**src/rtl/intr_pkg.sv**
```systemverilog
// Shared types and defaults for the interrupt dispatch scheduler.
package intr_pkg;

  localparam int unsigned DEF_IDX_W   = 4;
  localparam int unsigned DEF_NUM_HDL = 4;

  typedef enum logic [2:0] {
    IDLE,
    SELECT,
    OFFER,
    BUSY,
    COMPLETE,
    GUARD
  } disp_state_e;

  function automatic logic [7:0] sat_inc8(input logic [7:0] v);
    return (v == 8'hFF) ? v : v + 8'd1;
  endfunction

endpackage

```
**src/rtl/intr_dispatch_sched_if.sv**
```systemverilog
// Handler-side dispatch bus: enable mask, one-hot request, id, ack and done.
interface intr_dispatch_sched_if
  import intr_pkg::*;
#(
  parameter int unsigned NUM_HDL = DEF_NUM_HDL,
  parameter int unsigned IDX_W   = DEF_IDX_W
);

  logic [NUM_HDL-1:0] hdl_en_i;
  logic [NUM_HDL-1:0] hdl_req_o;
  logic [IDX_W-1:0]   hdl_id_o;
  logic [NUM_HDL-1:0] hdl_ack_i;
  logic [NUM_HDL-1:0] hdl_done_i;

  modport master (
    input  hdl_en_i,
    input  hdl_ack_i,
    input  hdl_done_i,
    output hdl_req_o,
    output hdl_id_o
  );

  modport slave (
    output hdl_en_i,
    output hdl_ack_i,
    output hdl_done_i,
    input  hdl_req_o,
    input  hdl_id_o
  );

endinterface

```
**src/rtl/intr_rr_arb.sv**
```systemverilog
// Combinational round-robin pick: first set mask bit at or after ptr, wrapping.
module intr_rr_arb #(
  parameter int unsigned NUM_HDL = 4
) (
  input  logic [NUM_HDL-1:0]         mask,
  input  logic [$clog2(NUM_HDL)-1:0] ptr,
  output logic [NUM_HDL-1:0]         grant,
  output logic [$clog2(NUM_HDL)-1:0] grant_idx,
  output logic                       any_valid
);

  localparam int unsigned PTR_W = $clog2(NUM_HDL);

  always_comb begin
    int unsigned k;
    logic [PTR_W-1:0] idx;
    grant     = '0;
    grant_idx = '0;
    any_valid = 1'b0;
    k         = 0;
    idx       = '0;
    for (int unsigned i = 0; i < NUM_HDL; i++) begin
      // ptr is always < NUM_HDL, so one subtraction implements the wrap
      k = 32'(ptr) + i;
      if (k >= NUM_HDL) k = k - NUM_HDL;
      idx = PTR_W'(k);
      if (!any_valid && mask[idx]) begin
        any_valid   = 1'b1;
        grant[idx]  = 1'b1;
        grant_idx   = idx;
      end
    end
  end

endmodule

```
**src/rtl/intr_dispatch_sched.sv**
```systemverilog
// Dispatches intr_ctrl interrupts to round-robin handlers with timeout and bounded retry.
module intr_dispatch_sched
  import intr_pkg::*;
#(
  parameter int unsigned NUM_HDL     = DEF_NUM_HDL,
  parameter int unsigned IDX_W       = DEF_IDX_W,
  parameter int unsigned TIMEOUT_CYC = 64,
  parameter int unsigned MAX_RETRY   = 1
) (
  input  logic                 pclk_i,
  input  logic                 prst_n_i,
  input  logic                 intr_valid_i,
  input  logic [IDX_W-1:0]     intr_to_service_i,
  output logic                 intr_serviced_o,
  output logic                 intr_active_o,
  intr_dispatch_sched_if.master hdl,
  output logic                 timeout_o,
  output logic                 drop_o,
  output logic [7:0]           err_cnt_o
);

  localparam int unsigned PTR_W = $clog2(NUM_HDL);
  localparam int unsigned TMR_W = $clog2(TIMEOUT_CYC);
  localparam int unsigned RTY_W = $clog2(MAX_RETRY + 2);

  disp_state_e        state;
  logic [PTR_W-1:0]   rr_ptr;
  logic [PTR_W-1:0]   gnt_q;
  logic [IDX_W-1:0]   id_q;
  logic [NUM_HDL-1:0] excl;
  logic [RTY_W-1:0]   retry;
  logic [TMR_W-1:0]   timer;
  logic [7:0]         err_cnt;
  logic [NUM_HDL-1:0] req_q;
  logic               serviced_q;
  logic               active_q;
  logic               timeout_q;
  logic               drop_q;

  logic [NUM_HDL-1:0] arb_grant;
  logic [PTR_W-1:0]   arb_idx;
  logic               arb_any;
  logic [PTR_W-1:0]   rr_next;

  intr_rr_arb #(
    .NUM_HDL (NUM_HDL)
  ) u_arb (
    .mask      (hdl.hdl_en_i & ~excl),
    .ptr       (rr_ptr),
    .grant     (arb_grant),
    .grant_idx (arb_idx),
    .any_valid (arb_any)
  );

  assign rr_next = (arb_idx == PTR_W'(NUM_HDL - 1)) ? '0 : arb_idx + 1'b1;

  always_ff @(posedge pclk_i or negedge prst_n_i) begin
    if (!prst_n_i) begin
      state      <= IDLE;
      rr_ptr     <= '0;
      gnt_q      <= '0;
      id_q       <= '0;
      excl       <= '0;
      retry      <= '0;
      timer      <= '0;
      err_cnt    <= '0;
      req_q      <= '0;
      serviced_q <= 1'b0;
      active_q   <= 1'b0;
      timeout_q  <= 1'b0;
      drop_q     <= 1'b0;
    end else begin
      serviced_q <= 1'b0;
      timeout_q  <= 1'b0;
      drop_q     <= 1'b0;
      unique case (state)
        IDLE: begin
          if (intr_valid_i) begin
            id_q  <= intr_to_service_i;
            state <= SELECT;
          end
        end
        SELECT: begin
          if (arb_any) begin
            req_q    <= arb_grant;
            gnt_q    <= arb_idx;
            rr_ptr   <= rr_next;
            active_q <= 1'b1;
            state    <= OFFER;
          end
        end
        OFFER: begin
          // an ack in the same cycle the enable falls still wins
          if (hdl.hdl_ack_i[gnt_q]) begin
            req_q <= '0;
            timer <= '0;
            state <= BUSY;
          end else if (!hdl.hdl_en_i[gnt_q]) begin
            req_q       <= '0;
            excl[gnt_q] <= 1'b1;
            active_q    <= 1'b0;
            state       <= SELECT;
          end
        end
        BUSY: begin
          if (hdl.hdl_done_i[gnt_q]) begin
            serviced_q <= 1'b1;
            active_q   <= 1'b0;
            state      <= COMPLETE;
          end else if (timer == TMR_W'(TIMEOUT_CYC - 1)) begin
            timeout_q   <= 1'b1;
            err_cnt     <= sat_inc8(err_cnt);
            excl[gnt_q] <= 1'b1;
            active_q    <= 1'b0;
            if (retry < RTY_W'(MAX_RETRY)) begin
              retry <= retry + 1'b1;
              state <= SELECT;
            end else begin
              drop_q     <= 1'b1;
              serviced_q <= 1'b1;
              state      <= COMPLETE;
            end
          end else begin
            timer <= timer + 1'b1;
          end
        end
        COMPLETE: begin
          state <= GUARD;
        end
        GUARD: begin
          excl  <= '0;
          retry <= '0;
          state <= IDLE;
        end
        default: begin
          state <= IDLE;
        end
      endcase
    end
  end

  assign hdl.hdl_req_o    = req_q;
  assign hdl.hdl_id_o     = id_q;
  assign intr_serviced_o  = serviced_q;
  assign intr_active_o    = active_q;
  assign timeout_o        = timeout_q;
  assign drop_o           = drop_q;
  assign err_cnt_o        = err_cnt;

endmodule

```
**src/flat_wrapper.sv**
```systemverilog
// flat-port wrapper written by rule: the top's interface ports become plain ports
module intr_dispatch_sched_flat import intr_pkg::*;
#(
  parameter int unsigned NUM_HDL     = DEF_NUM_HDL,
  parameter int unsigned IDX_W       = DEF_IDX_W,
  parameter int unsigned TIMEOUT_CYC = 64,
  parameter int unsigned MAX_RETRY   = 1
)
  (pclk_i, prst_n_i, intr_valid_i, intr_to_service_i, intr_serviced_o, intr_active_o, timeout_o, drop_o, err_cnt_o, hdl_hdl_en_i, hdl_hdl_ack_i, hdl_hdl_done_i, hdl_hdl_req_o, hdl_hdl_id_o);
  intr_dispatch_sched_if #(.NUM_HDL(NUM_HDL), .IDX_W(IDX_W)) hdl_i ();
  input  logic pclk_i;
  input  logic prst_n_i;
  input  logic intr_valid_i;
  input  logic [IDX_W-1:0] intr_to_service_i;
  output logic intr_serviced_o;
  output logic intr_active_o;
  output logic timeout_o;
  output logic drop_o;
  output logic [7:0] err_cnt_o;
  input wire logic [$bits(hdl_i.hdl_en_i)-1:0] hdl_hdl_en_i;
  input wire logic [$bits(hdl_i.hdl_ack_i)-1:0] hdl_hdl_ack_i;
  input wire logic [$bits(hdl_i.hdl_done_i)-1:0] hdl_hdl_done_i;
  output wire logic [$bits(hdl_i.hdl_req_o)-1:0] hdl_hdl_req_o;
  output wire logic [$bits(hdl_i.hdl_id_o)-1:0] hdl_hdl_id_o;
  assign hdl_i.hdl_en_i = hdl_hdl_en_i;
  assign hdl_i.hdl_ack_i = hdl_hdl_ack_i;
  assign hdl_i.hdl_done_i = hdl_hdl_done_i;
  assign hdl_hdl_req_o = hdl_i.hdl_req_o;
  assign hdl_hdl_id_o = hdl_i.hdl_id_o;
  intr_dispatch_sched #(.NUM_HDL(NUM_HDL), .IDX_W(IDX_W), .TIMEOUT_CYC(TIMEOUT_CYC), .MAX_RETRY(MAX_RETRY)) u_core (.pclk_i(pclk_i), .prst_n_i(prst_n_i), .intr_valid_i(intr_valid_i), .intr_to_service_i(intr_to_service_i), .intr_serviced_o(intr_serviced_o), .intr_active_o(intr_active_o), .hdl(hdl_i), .timeout_o(timeout_o), .drop_o(drop_o), .err_cnt_o(err_cnt_o));
endmodule
```
**config.mk**
```make
export PLATFORM = sky130hd
export DESIGN_NAME = intr_dispatch_sched_flat
export DESIGN_NICKNAME = d
export VERILOG_FILES = /design/src/rtl/intr_pkg.sv /design/src/rtl/intr_dispatch_sched_if.sv /design/src/rtl/intr_rr_arb.sv /design/src/rtl/intr_dispatch_sched.sv /design/src/flat_wrapper.sv
export SDC_FILE = /design/constraint.sdc
export NUM_CORES = 1
export LEC_CHECK = 0
export ABC_AREA = 1
export CELL_PAD_IN_SITES_DETAIL_PLACEMENT = 1
export CELL_PAD_IN_SITES_GLOBAL_PLACEMENT = 1
export CORE_MARGIN = 1
export CORE_UTILIZATION = 43
export DETAILED_ROUTE_END_ITERATION = 16
export PLACE_DENSITY_LB_ADDON = 0.2
export SETUP_SLACK_MARGIN = 0.05
export SYNTH_ARGS = -nofsm -noshare
export SYNTH_HDL_FRONTEND = slang
export SYNTH_HIERARCHICAL = 1
export SYNTH_SLANG_ARGS = --single-unit
```
**constraint.sdc**
```tcl
create_clock -name pclk_i -period 4.4 [get_ports pclk_i]
set_input_delay 0.88 -clock pclk_i [delete_from_list [all_inputs] [get_ports pclk_i]]
set_output_delay 0.88 -clock pclk_i [all_outputs]
set_load 0.005 [all_outputs]
```
==> results of run 1 <==
area by class of cell:
cell class	count	area, um2
Sequential cell	39	976
Multi-Input combinational cell	280	1540
Clock inverter	2	60.1
Tap cell	75	93.8
Inverter	40	155
Fill cell	744	2720
Clock buffer	6	72.6
Timing Repair Buffer	38	375
cells in the final DEF (no fill, tap or decap), types with 3 or more instances in the layout:
cell               n
a21boi_0           4
nand2_4            5
nand3_1           32
xor2_1             6
ha_1               9
clkdlybuf4s50_1   37
a21oi_1           12
nand3_2            3
o21ai_1            6
nand3b_1           6
inv_1             31
nand2_1          120
mux2_2             5
nand4_1            8
xnor2_1            3
inv_2              8
nor2_4             3
clkbuf_8           5
nand2_2           14
dfrtp_1           39
o21ai_0            7
nor2_1            25
metrics by stage:
stage | std cells | area [um2] | worst slack, ps | hold slack [ps] | util [%]
finish | 480 | 3270 | 1590 | 480 | 54.6
global route | 480 | 3270 | 1420 | 515 | 54.6
detailed placement | 472 | 3140 | 1310 | 463 | 52.4
global placement | 472 | 3140 | 1420 | 457 | 52.4
floorplan | 363 | 2710 | 2010 | 453 | -
CTS | 480 | 3270 | 1610 | 488 | 54.6
state kept, by name, summed over array words and instances, names as in the netlist:
name,cells
u_core/drop_o,1
u_core/intr_serviced_o,1
u_core/timer,6
u_core/timeout_o,1
u_core/excl,4
u_core/err_cnt_o,8
u_core/intr_active_o,1
u_core/hdl.hdl_req_o,4
u_core/state,3
u_core/rr_ptr,2
u_core/gnt_q,2
u_core/retry,2
u_core/hdl.hdl_id_o,4
worst max-delay path by stage:
stage	from	to	slack, ps	cells past startpoint
2_1_floorplan	hdl_hdl_en_i[3]	u_core/rr_ptr[1]	2010	12
3_3_place_gp	hdl_hdl_en_i[1]	u_core/rr_ptr[1]	1420	12
3_5_place_dp	hdl_hdl_en_i[3]	u_core/rr_ptr[1]	1310	13
4_1_cts	hdl_hdl_en_i[3]	u_core/rr_ptr[1]	1610	13
5_1_grt	hdl_hdl_en_i[3]	u_core/rr_ptr[1]	1420	13
6_report	hdl_hdl_en_i[3]	u_core/rr_ptr[1]	1590	13
cells by family (layout without fill, tap and decap cells):
family,count (synthesis),in the layout
AOI/OAI and AO/OA,33,33
xor gates and xnor gates,9,9
adders and majority gates,9,9
buffers and inverters,44,86
DFF,39,39
muxes,5,5
and+or+nand+nor,224,224
power groups by stage:
stage	clock network [uW]	registers (uW)	logic, uW
floorplan	0	549	1040
global placement	0	602	1260
detailed placement	0	609	1320
CTS	367	604	1340
global route	385	624	1500
finish	358	605	1330
worst reg2reg max path: cells and delay by family, from the launching register on:
kind                     cells  cell delay, ps
AO/OA/AOI/OAI                1             120
adder cells (fa/ha/maj)      2             650
AND/OR/NAND/NOR              4             580
flip-flops                   1             580
buffers and inverters        2             300
multiplexers                 1             270
layer usage:
metal / share of wire (%) / track usage (%) / up-vias / wire length (um)
met5: 0 / 0 / - / 0
met4: 0.98 / 6.25 / 0 / 69
met3: 2.4 / 3.93 / 8 / 171
met2: 53 / 43.6 / 48 / 3760
met1: 43 / 27.9 / 1237 / 3040
li1: - / - / 1243 / -
==> impl_metrics.tcl, run 1 <==
set metrics [dict create \
    cts_resized 0 \
    synth.ff_latch_count 39 \
    drv_slew 0 \
    fmax_ghz 0.356 \
    cts_tree "done" \
    synth-xor-area-share_pct 2.91 \
    synth_top_family_by_area "simple AND/OR/NAND/NOR gates" \
    dieArea_um2 6620 \
    antenna_found_initial 0 \
    via_count 2536 \
    cp_num_buf_inv 4 \
    cp_slowest_stage_delay_ps 490 \
    clock_sinks 39 \
    avgSynthCellArea_um2 7.46 \
    clk_latency_ps 290 \
    path_clk_slew_ps 70 \
    maxCapViolations 0 \
    coreArea_um2 5990 \
    worstHoldStart "u_core/hdl.hdl_req_o[3]" \
    tightestPinTransition_ps 916 \
    setup_viol 0 \
    synth_mux_area_share_pct 2.08 \
    grt.total_usage_pct 23.6 \
    num-nets-final 432 \
    grt_pass1_wl_mm 12.1 \
    start_util_pct 45.2 \
    power.total_uw 2300 \
    max-vdd-ir-drop_uv 443 \
    yosys.area_share.simple_pct 40.8 \
    syn_to_final_growth_pct 20.8 \
    cpLargestDelayFamily "simple AND/OR/NAND/NOR gates" \
    seq_area_frac_synth_pct 36.0 \
    clockRootBuffer "clkbuf_8" \
    fin_worst_skew_ps 9.98 \
    ys.flop_type "dfrtp_1" \
    layout_min_cycle_time_ps 2810 \
    p_per_area_nw_per_um2 702 \
    hold_end "u_core/hdl.hdl_req_o[3]" \
    synth_warnings 6 \
    dr.pass1.iters 4 \
    p_leak_uw 0.00167 \
    rsz0062_at_grt "false" \
    yosys.area.top_type "dfrtp_1" \
    crit_path_end_kind "register" \
    cp_slowest_cell "clkdlybuf4s50_1" \
    row_count 28 \
    report.final.hold_viol_count 0 \
    ctsHtreeMaxLevel 2 \
    ys_top_cells_by_area "dfrtp_1 36%, nand2_1 17%, nand3_1 5.9%" \
    cts_inserted_buffers 5 \
    finalWirelength_mm 7.04 \
    synthCells 363 \
    synth_adder_area_share_pct 4.16 \
    hpwl_mm 5.37 \
    drive_above_1_share_pct 13.6 \
    drt_iter0_markers 123 \
    synth-async-reset-ratio_pct 100 \
    clockBufferDepth 2 \
    diodes 0 \
    path_cells "clkdlybuf4s50_1 -> inv_1 -> nor2_1 -> inv_1 -> nand2_1 -> nand2_1 -> nand2_1 -> nand2_2 -> inv_1 -> nand3_1 -> nand3_1 -> ha_1 -> mux2_2" \
    clkPwrFrac_pct 15.6 \
    ant_nets 0 \
    reg2regPathDepth 10 \
    syn_nets 391 \
    grt_pass1_vias 2643 \
    hold_depth 2 \
    r2r_start "u_core/rr_ptr[0]" \
    period_share_pct 63.8 \
    switchingPower_uw 1120 \
    status "completed" \
    p_sw_share_pct 48.7 \
    place.gp.congestion 0.922 \
    cp-start-kind "input pin" \
    slew-limit-headroom_pct 39.0 \
    die_x_um 81.4 \
    yosys-top-cells-count "120 x nand2_1, 39 x dfrtp_1, 32 x nand3_1, 31 x inv_1, 25 x nor2_1" \
    path_class "input pin to register" \
    grt_max_degree 40 \
    yosys.cell_count.top_type "nand2_1" \
    post-cts-setup-buffers 0 \
    pwr-share-seq_pct 26.3 \
    dieHeight_um 81.4 \
    synth_top_cell_area_share_pct 36.0 \
    ys_types 30 \
    crit_arrival_ps 2980 \
    p_int_uw 1180 \
    overflow 0 \
    worstPathRequired_ps 4570 \
    worstReg2RegEnd "u_core/rr_ptr[1]" \
    io_pins 39 \
    drc 0 \
    crit_fanout 8 \
    portBuffers 38 \
    min_path_type "register to register" \
    synth_edf_count 0 \
    synth_area_um2 2710 \
    via_per_inst 5.28 \
    r2r_slack_ps 1790 \
    wl_per_cell_um 14.7 \
    cts_hold_buffers 0 \
    synth_compound_area_share_pct 6.93 \
    p_comb_share_pct 58.1 \
    setup_tns_ps 0 \
]
(Power assumes the default switching activity.)
==> run 2, diff against run 1 <==
Settings changed: CORE_UTILIZATION 43 to 40.
Clock period 4.4 ns to 2.9 ns, I/O delays scaled along.
==> run 2 against run 1 <==
  * The run now ends with design-rule violations left
  * Clock skew is 0.98 ps lower
  * Register-to-register slack worse by 1400 ps
  * First-iteration DRC count is 59% lower
  * Non-clock buffer count is 2 higher
  * Final area is 0.54% higher
  * Critical path depth is 3 lower
  * Total power is 52% higher
  * Hold slack worse by 63 ps
  * Largest cell class unchanged
  * Highest routed layer unchanged
==> impl_metrics.tcl, run 2 (synthesis results as in run 1) <==
set metrics [dict create \
    path_cells "inv_2 -> ha_1 -> inv_1 -> nand3_1 -> nand2_1 -> nor2_1 -> a21oi_1 -> nand3_1 -> ha_1 -> mux2_2" \
    reg2regPathDepth 10 \
    fin_worst_skew_ps 9.00 \
    layout_min_cycle_time_ps 2510 \
    wl_per_cell_um 14.9 \
    p_per_area_nw_per_um2 1060 \
    drv_slew 0 \
    multi_input_area_um2 1540 \
    cts_hold_buffers 0 \
    r2r_slack_ps 390 \
    post-route-cell-area_um2 3290 \
    syn_to_final_growth_pct 21.5 \
    period_share_pct 86.5 \
    setup_tns_ps 0 \
    max-vdd-ir-drop_uv 467 \
    tightestPinTransition_ps 930 \
    dieHeight_um 84.3 \
    cts_tree "done" \
    min_path_type "input pin to asynchronous set/reset pin" \
    cp-start-kind "register" \
    row_count 29 \
    crit_path_end_kind "register" \
    diodes 0 \
    setup_viol 0 \
    die_x_um 84.3 \
    p_leak_uw 0.00168 \
    clockRootBuffer "clkbuf_8" \
    clk_latency_ps 300 \
    cp_slowest_stage_delay_ps 590 \
    fillCellCount 824 \
    seqCellArea_um2 976 \
    placed_cell_area_um2 3160 \
    drive_above_1_share_pct 14.0 \
    via_per_inst 5.16 \
    drt_iter0_markers 51 \
    place.gp.congestion 0.867 \
    finalWirelength_mm 7.19 \
    slew-limit-headroom_pct 38.0 \
    wl_met2_mm 3.48 \
    antenna_found_initial 0 \
    largest_reg_flops 8 \
    grt_pass1_vias 2650 \
    crit_arrival_ps 2690 \
    clockBufferDepth 2 \
    post-cts-setup-buffers 0 \
    hpwl_mm 5.41 \
    final_cell_mix "120 x nand2_1, 39 x dfrtp_1, 37 x clkdlybuf4s50_1" \
    path_class "register to register" \
    rsz0062_at_grt "false" \
    wl_met1_mm 3.36 \
    worstReg2RegEnd "u_core/rr_ptr[1]" \
    grt_pass1_wl_mm 12.4 \
    grt_max_degree 40 \
    status "finished with violations" \
    final_common_cell "nand2_1" \
    num-nets-final 434 \
    wl_met3_um 268 \
    coreArea_um2 6460 \
    start_util_pct 41.9 \
    cp_slowest_cell "dfrtp_1" \
    grt.total_usage_pct 22.2 \
    io_pins 39 \
    overflow 0 \
    drc 5 \
    portBuffers 38 \
    violations "design-rule violations" \
    path_clk_slew_ps 80 \
    holdWs_ps 417 \
    report.final.hold_viol_count 0 \
    power.total_uw 3500 \
    fin_util_pct 50.9 \
    dieArea_um2 7100 \
    r2r_start "u_core/rr_ptr[0]" \
    via_count 2496 \
    fmax_ghz 0.398 \
    dr.pass1.iters 10 \
    maxCapViolations 0 \
    clock_sinks 39 \
    worstPathRequired_ps 3080 \
    cts_resized 0 \
    cts_inserted_buffers 5 \
    crit_fanout 10 \
    ant_nets 0 \
    topRoutingLayerUsed "met4" \
    ctsHtreeMaxLevel 2 \
]
-- run 2: how the worst max path moves through the flow --
| stage | end | slack [ps] | start |
|---|---|---|---|
| 2_1_floorplan | u_core/rr_ptr[1] | 670 | u_core/rr_ptr[0] |
| 3_3_place_gp | u_core/rr_ptr[1] | 220 | hdl_hdl_en_i[1] |
| 3_5_place_dp | u_core/rr_ptr[1] | 100 | hdl_hdl_en_i[1] |
| 4_1_cts | u_core/rr_ptr[1] | 410 | u_core/rr_ptr[0] |
| 5_1_grt | u_core/rr_ptr[1] | 180 | u_core/rr_ptr[0] |
| 6_report | u_core/rr_ptr[1] | 390 | u_core/rr_ptr[0] |
-- run 2: cell type report --
cell class | instances | share of cell area, %
clock buffers | 6 | 2.21
repair buffers | 40 | 11.9
inverters | 40 | 4.71
well taps | 77 | 2.93
multi-input cells | 280 | 46.8
flip-flops and latches | 39 | 29.7
clock inverters | 2 | 1.83
-- run 2: worst max-delay path, delay by kind of cell (launching register included) --
kind / cells / cell delay (ps)
buffers and inverters: 2 / 180
muxes: 1 / 250
AOI/OAI and AO/OA: 1 / 120
DFF: 1 / 590
adders and majority gates: 2 / 640
and+or+nand+nor: 4 / 630
-- run 2: power breakdown --
group,switching (uW),total (uW),internal [uW]
Sequential,189,898,708
Clock,203,547,344
Combinational,1300,2050,751
Total,1690,3500,1800
-- run 2: metrics by stage --
step / setup WS [ps] / cells
finish: 390 / 484
global route: 180 / 484
CTS: 414 / 484
detailed placement: 103 / 476
global placement: 223 / 476
floorplan: 674 / 363
-- run 2: metal layers --
layer / global-route usage [%] / vias up
met2: 39.3 / 38
met1: 27.1 / 1201
met3: 5.21 / 7
li1: - / 1250
met5: 0 / -
met4: 5.96 / 0
